File: config.mk
export PLATFORM = sky130hd
export DESIGN_NAME = dragon_head_ctrl_flat
export DESIGN_NICKNAME = d
export VERILOG_FILES = /design/src/rtl/dragon_head_ctrl_if.sv /design/src/rtl/dragon_head_ctrl.sv /design/src/flat_wrapper.sv
export SDC_FILE = /design/constraint.sdc
export NUM_CORES = 1
export LEC_CHECK = 0
export BUFFER_PORTS_ARGS = -buffer_cell sky130_fd_sc_hd__buf_2
export CAP_MARGIN = 20
export CORE_MARGIN = 1
export CORE_UTILIZATION = 45
export DETAILED_ROUTE_END_ITERATION = 8
export GPL_TIMING_DRIVEN = 0
export PLACE_DENSITY_LB_ADDON = 0.25
export SKIP_LAST_GASP = 1
export SLEW_MARGIN = 20
export SYNTH_ARGS = -nofsm -noshare
export SYNTH_HDL_FRONTEND = slang
export SYNTH_SLANG_ARGS = --single-unit
File: constraint.sdc
create_clock -name clk -period 3.4 [get_ports clk]
set_input_delay 0.34 -clock clk [delete_from_list [all_inputs] [get_ports clk]]
set_output_delay 0.34 -clock clk [all_outputs]
set_load 0.02 [all_outputs]
File: src/rtl/dragon_head_ctrl_if.sv
// Bus between the dragon head controller and its frame/target source.
// Carries frame strobe, enable, target and the head/counter outputs.
interface dragon_head_ctrl_if;
    logic       vsync;
    logic       enable;
    logic [7:0] target_pos;
    logic [9:0] Dragon_Head;
    logic [5:0] movementCounter;
    logic       step_pulse;
    logic       at_target;

    modport master (
        output vsync,
        output enable,
        output target_pos,
        input  Dragon_Head,
        input  movementCounter,
        input  step_pulse,
        input  at_target
    );

    modport slave (
        input  vsync,
        input  enable,
        input  target_pos,
        output Dragon_Head,
        output movementCounter,
        output step_pulse,
        output at_target
    );
endinterface

File: src/rtl/dragon_head_ctrl.sv
// Dragon head controller: counts frames, then steps the head one cell
// toward the target along the longer axis (ties go to x).
module dragon_head_ctrl #(
    parameter logic [5:0] MOVE_PERIOD = 6'd10,
    parameter logic [7:0] START_POS   = 8'h00
) (
    input  logic              clk,
    input  logic              reset,
    dragon_head_ctrl_if.slave bus
);

    localparam logic [1:0] IDLE  = 2'd0;
    localparam logic [1:0] COUNT = 2'd1;
    localparam logic [1:0] STEP  = 2'd2;

    logic [1:0] state;
    logic       pre_vsync;
    logic       tick;

    logic [3:0] hx;
    logic [3:0] hy;
    logic [3:0] tx;
    logic [3:0] ty;
    logic [4:0] dx;
    logic [4:0] dy;
    logic [4:0] ndx;
    logic [4:0] ndy;
    logic [3:0] adx;
    logic [3:0] ady;
    logic [9:0] next_head;
    logic       next_at;

    assign hx   = bus.Dragon_Head[7:4];
    assign hy   = bus.Dragon_Head[3:0];
    assign tx   = bus.target_pos[7:4];
    assign ty   = bus.target_pos[3:0];
    assign tick = bus.vsync & ~pre_vsync;

    // Signed distance to target and its magnitude per axis
    always_comb begin
        dx  = {1'b0, tx} - {1'b0, hx};
        dy  = {1'b0, ty} - {1'b0, hy};
        ndx = 5'd0 - dx;
        ndy = 5'd0 - dy;
        adx = dx[4] ? ndx[3:0] : dx[3:0];
        ady = dy[4] ? ndy[3:0] : dy[3:0];
    end

    // One-cell move toward target; a tie means the x axis moves first
    always_comb begin
        next_head = bus.Dragon_Head;
        next_at   = 1'b1;
        if ((adx != 4'd0) || (ady != 4'd0)) begin
            if (adx >= ady) begin
                if (dx[4]) begin
                    next_head[7:4] = hx - 4'd1;
                    next_head[9:8] = 2'b11;
                end else begin
                    next_head[7:4] = hx + 4'd1;
                    next_head[9:8] = 2'b01;
                end
            end else begin
                if (dy[4]) begin
                    next_head[3:0] = hy - 4'd1;
                    next_head[9:8] = 2'b00;
                end else begin
                    next_head[3:0] = hy + 4'd1;
                    next_head[9:8] = 2'b10;
                end
            end
            next_at = (next_head[7:0] == bus.target_pos);
        end
    end

    // Frame edge detector; starts high so a held vsync gives no tick
    always_ff @(posedge clk) begin
        if (!reset) begin
            pre_vsync <= 1'b1;
        end else begin
            pre_vsync <= bus.vsync;
        end
    end

    // Frame counting, head stepping and status flags
    always_ff @(posedge clk) begin
        if (!reset) begin
            state               <= IDLE;
            bus.Dragon_Head     <= {2'b00, START_POS};
            bus.movementCounter <= 6'd0;
            bus.step_pulse      <= 1'b0;
            bus.at_target       <= 1'b0;
        end else begin
            bus.step_pulse <= 1'b0;
            unique case (state)
                IDLE: begin
                    if (bus.enable) begin
                        state <= COUNT;
                    end
                end
                COUNT: begin
                    if (!bus.enable) begin
                        state <= IDLE;
                    end else if (tick) begin
                        if (bus.movementCounter == MOVE_PERIOD) begin
                            bus.movementCounter <= 6'd0;
                            state               <= STEP;
                        end else if (bus.movementCounter > MOVE_PERIOD) begin
                            bus.movementCounter <= 6'd0;
                        end else begin
                            bus.movementCounter <= bus.movementCounter + 6'd1;
                        end
                    end
                end
                STEP: begin
                    if (!bus.enable) begin
                        state <= IDLE;
                    end else begin
                        bus.Dragon_Head <= next_head;
                        bus.at_target   <= next_at;
                        bus.step_pulse  <= 1'b1;
                        state           <= COUNT;
                    end
                end
                default: begin
                    state <= IDLE;
                end
            endcase
        end
    end

endmodule

File: src/flat_wrapper.sv
// flat-port wrapper written by rule: the top's interface ports become plain ports
module dragon_head_ctrl_flat 
#(
    parameter logic [5:0] MOVE_PERIOD = 6'd10,
    parameter logic [7:0] START_POS   = 8'h00
)
  (clk, reset, bus_vsync, bus_enable, bus_target_pos, bus_Dragon_Head, bus_movementCounter, bus_step_pulse, bus_at_target);
  dragon_head_ctrl_if bus_i ();
  input  logic clk;
  input  logic reset;
  input wire logic [$bits(bus_i.vsync)-1:0] bus_vsync;
  input wire logic [$bits(bus_i.enable)-1:0] bus_enable;
  input wire logic [$bits(bus_i.target_pos)-1:0] bus_target_pos;
  output wire logic [$bits(bus_i.Dragon_Head)-1:0] bus_Dragon_Head;
  output wire logic [$bits(bus_i.movementCounter)-1:0] bus_movementCounter;
  output wire logic [$bits(bus_i.step_pulse)-1:0] bus_step_pulse;
  output wire logic [$bits(bus_i.at_target)-1:0] bus_at_target;
  assign bus_i.vsync = bus_vsync;
  assign bus_i.enable = bus_enable;
  assign bus_i.target_pos = bus_target_pos;
  assign bus_Dragon_Head = bus_i.Dragon_Head;
  assign bus_movementCounter = bus_i.movementCounter;
  assign bus_step_pulse = bus_i.step_pulse;
  assign bus_at_target = bus_i.at_target;
  dragon_head_ctrl #(.MOVE_PERIOD(MOVE_PERIOD), .START_POS(START_POS)) u_core (.clk(clk), .reset(reset), .bus(bus_i));
endmodule
==> results.py <==
metrics = {
    "power_and_ir_drop": {
        "irDropWorstVdd_v": 0.000262,
        "power_density_nw_per_um2": 282,
        "p_leak_nw": 0.987,
        "switchingPower_mw": 0.180,
        "intPower_mw": 0.423,
        "switching_share_pct": 29.9,
        "p_seq_share_pct": 40.9,
        "combPwrFrac_pct": 32.9,
        "pwr-share-clk_pct": 26.2,
        "power_mw": 0.604,
    },
    "detailed_routing": {
        "vias": 1482,
        "drt-pass1-iter-count": 4,
        "final_antenna_net_count": 0,
        "route.detailed.drc": 0,
        "wl_per_cell_um": 13.0,
        "routed_wirelength_um": 3630,
        "drt_iter0_drc": 61,
        "via_per_inst": 5.33,
    },
    "cells_and_area": {
        "diodes": 0,
        "post-route-util_pct": 57.5,
        "final_nets": 267,
        "drive_above_1_share_pct": 28.3,
        "area_growth_pct": 21.4,
        "n_fill_cell": 352,
    },
    "setup_path": {
        "crit_slowest_cell": "fa_1",
        "critPathLaunchType": "flop",
        "cp_slowest_stage_delay_ns": 0.52,
        "cp_top_family": "adder cells",
        "crit_required_ns": 3.59,
        "path_class": "reg -> reg",
        "crit_buf_inv": 3,
        "path_cells": "ha_4 > inv_2 > fa_1 > inv_2 > ha_4 > inv_1 > a211o_1 > o21ai_1 > ha_1 > a21o_1 > a211o_1 > and2_4 > or4_4 > a21oi_2",
        "cp-end-kind": "flop",
        "critPathArrivalTime_ns": 3.50,
        "path_max_fanout": 5,
    },
    "synthesis": {
        "synth_seq_cells": 21,
        "synth_area_um2": 1760,
        "synthesis.nets": 225,
        "ys.flop_type": "dfxtp_1",
        "synth.distinct_cells": 50,
        "synth_area_per_cell_um2": 9.31,
        "synthCells": 189,
        "ys_seq_area_share_pct": 23.9,
        "synth_edf_count": 0,
        "synth_top_area_share_pct": 23.9,
        "yosysWarningCount": 0,
        "async_flop_share_pct": 0,
        "synth_area_leader_cell": "dfxtp_1",
        "synth_area_leaders": "dfxtp_1 24%, ha_1 14%, xnor2_1 6.0%",
    },
    "floorplanning": {
        "die_h_um": 64.5,
        "start_util_pct": 47.4,
        "num_rows": 22,
        "core_region_area_um2": 3720,
        "die-area_um2": 4170,
        "pin_count": 30,
        "dieWidth_um": 64.5,
    },
    "sta": {
        "setup_viol": 0,
        "layout_min_cycle_time_ns": 3.31,
        "rsz0062_at_grt": "true",
        "fin_tns_setup_ns": 0,
        "fmax_mhz": 302,
        "whs_ns": 0.285,
        "relSlewSlack_pct": 54.4,
        "timing.final.hold_violations": 0,
        "slew_violations": 0,
        "skew_ns": 0.00303,
        "setup_ws_ns": 0.0894,
        "tightest_slew_ns": 0.683,
        "finalCritPeriodShare_pct": 97.4,
    },
    "clock_tree": {
        "insertion_delay_ns": 0.26,
        "hold_buffers": 0,
        "clk_path_buf_depth": 2,
        "clk_pin_slew_ns": 0.07,
        "tritoncts.num_buffers": 3,
        "cts_tree": "done",
        "cts-root-buf": "clkbuf_8",
        "cts_max_level": 1,
        "cts.sinks": 21,
    },
    "placed_design": {
        "dp_hpwl_um": 2840,
        "globalplace.congestion": 0.791,
        "dp_slack_ns": -0.328,
        "io_buffers": 29,
    },
    "global_route": {
        "grt_max_degree": 13,
        "overflow": 0,
        "grt_antenna_before_repair": 0,
        "grt_pass1_wl_um": 6100,
        "gr-usage-all-layers_pct": 18.5,
        "first_global_vias": 1367,
    },
    "run": {
        "maxCapViolations": 0,
    },
    "hold_path": {
        "hold_path.class": "in -> reg",
    },
    "outcome": {
        "status": "finished clean",
    },
}
-- repair_timing --
action / 4_1_cts / 5_1_grt
endpoints found under the hold margin: 0 / 0
setup endpoints to repair: 5 / 4
gates cloned: 0 / 1
pin swaps: 4 / 9
gates resized for setup: 9 / 8
buffers inserted: 2 / 6
-- power groups by stage --
stage,Clock (mW),Sequential [mW],Combinational (mW)
after detailed placement,0,0.254,0.160
after global routing,0.171,0.247,0.221
after CTS,0.163,0.248,0.167
after global placement,0,0.254,0.158
final,0.158,0.247,0.199
after floorplan,0,0.255,0.123
-- layer usage --
layer  vias up  share of wire, %  track usage [%]
li1        767                 -                -
met1       694                51             25.6
met2        17                47             30.9
met3         4               1.5             1.06
met4         0              0.66             5.00
met5         -                 0                0
-- registers in the layout (all words and copies together) (netlist names) --
signal and flops:
u_core.state 2, u_core.bus.Dragon_Head 10, u_core.pre_vsync 1, u_core.bus.movementCounter 6
u_core.bus.at_target 1, u_core.bus.step_pulse 1
-- path summary, 6_finish.rpt --
check                                          from                                     end  slack, ns  cells after the start
max          u_core.bus.Dragon_Head[4]$_SDFFE_PN0P_  u_core.bus.Dragon_Head[3]$_SDFFE_PN0P_       0.09                     14
min                                       bus_vsync             u_core.pre_vsync$_SDFF_PN1_       0.28                      2
max reg2reg  u_core.bus.Dragon_Head[4]$_SDFFE_PN0P_  u_core.bus.Dragon_Head[3]$_SDFFE_PN0P_       0.09                     14
min reg2reg            u_core.state[0]$_SDFFE_PN0P_        u_core.bus.step_pulse$_SDFF_PN0_       0.47                      1
-- cells by family after synthesis --
| logic type | count (synthesis) | share of synthesized area (%) |
|---|---|---|
| and+or+nand+nor | 46 | 14.9 |
| DFF | 21 | 23.9 |
| buffers and inverters | 23 | 5.54 |
| adders and majority gates | 24 | 18.8 |
| xor gates and xnor gates | 27 | 15.8 |
| AOI/OAI and AO/OA | 45 | 19.4 |
| muxes | 3 | 1.78 |
-- cell usage after synthesis, types with 4 or more instances --
| master | instances |
|---|---|
| o31ai_1 | 4 |
| xnor2_1 | 12 |
| ha_1 | 20 |
| xor2_1 | 12 |
| a21o_1 | 7 |
| nand2_1 | 9 |
| a21oi_1 | 8 |
| fa_1 | 4 |
| inv_1 | 19 |
| dfxtp_1 | 21 |
| nor2_1 | 9 |
| o21ai_0 | 4 |
-- area by class of cell --
cell class              instances  area, µm²  area share (%)
well taps                      48       60.1            2.81
plain buffers                   2       15.0           0.703
flip-flops and latches         21        430            20.1
clock inverters                 1       5.00           0.234
clock buffers                   3       41.3            1.93
inverters                      20       75.1            3.51
multi-input cells             146       1310            61.1
repair buffers                 37        205            9.60
-- cell usage in the layout (no fill, tap or decap), types with 3 or more instances in the layout --
cell,netlist,layout
a21oi_1,8,6
nand2_1,9,9
a31oi_1,3,3
clkbuf_8,0,3
o21ai_0,4,3
buf_4,1,8
a21o_1,7,7
fa_1,4,4
inv_1,19,16
and3_1,3,3
buf_2,0,29
nor4_1,3,3
ha_1,20,18
xnor2_1,12,11
nand3_1,3,3
o21ai_1,3,4
inv_2,0,3
o31ai_1,4,4
nor2_1,9,9
xor2_1,12,12
dfxtp_1,21,17
nand2b_1,3,3
-- through the flow --
stage	instance area (µm²)	std cells
2_1_floorplan	1770	189
3_5_place_dp	1970	266
5_1_grt	2140	278
6_report	2140	278
3_3_place_gp	1970	266
4_1_cts	2050	271
(Power assumes the default switching activity.)
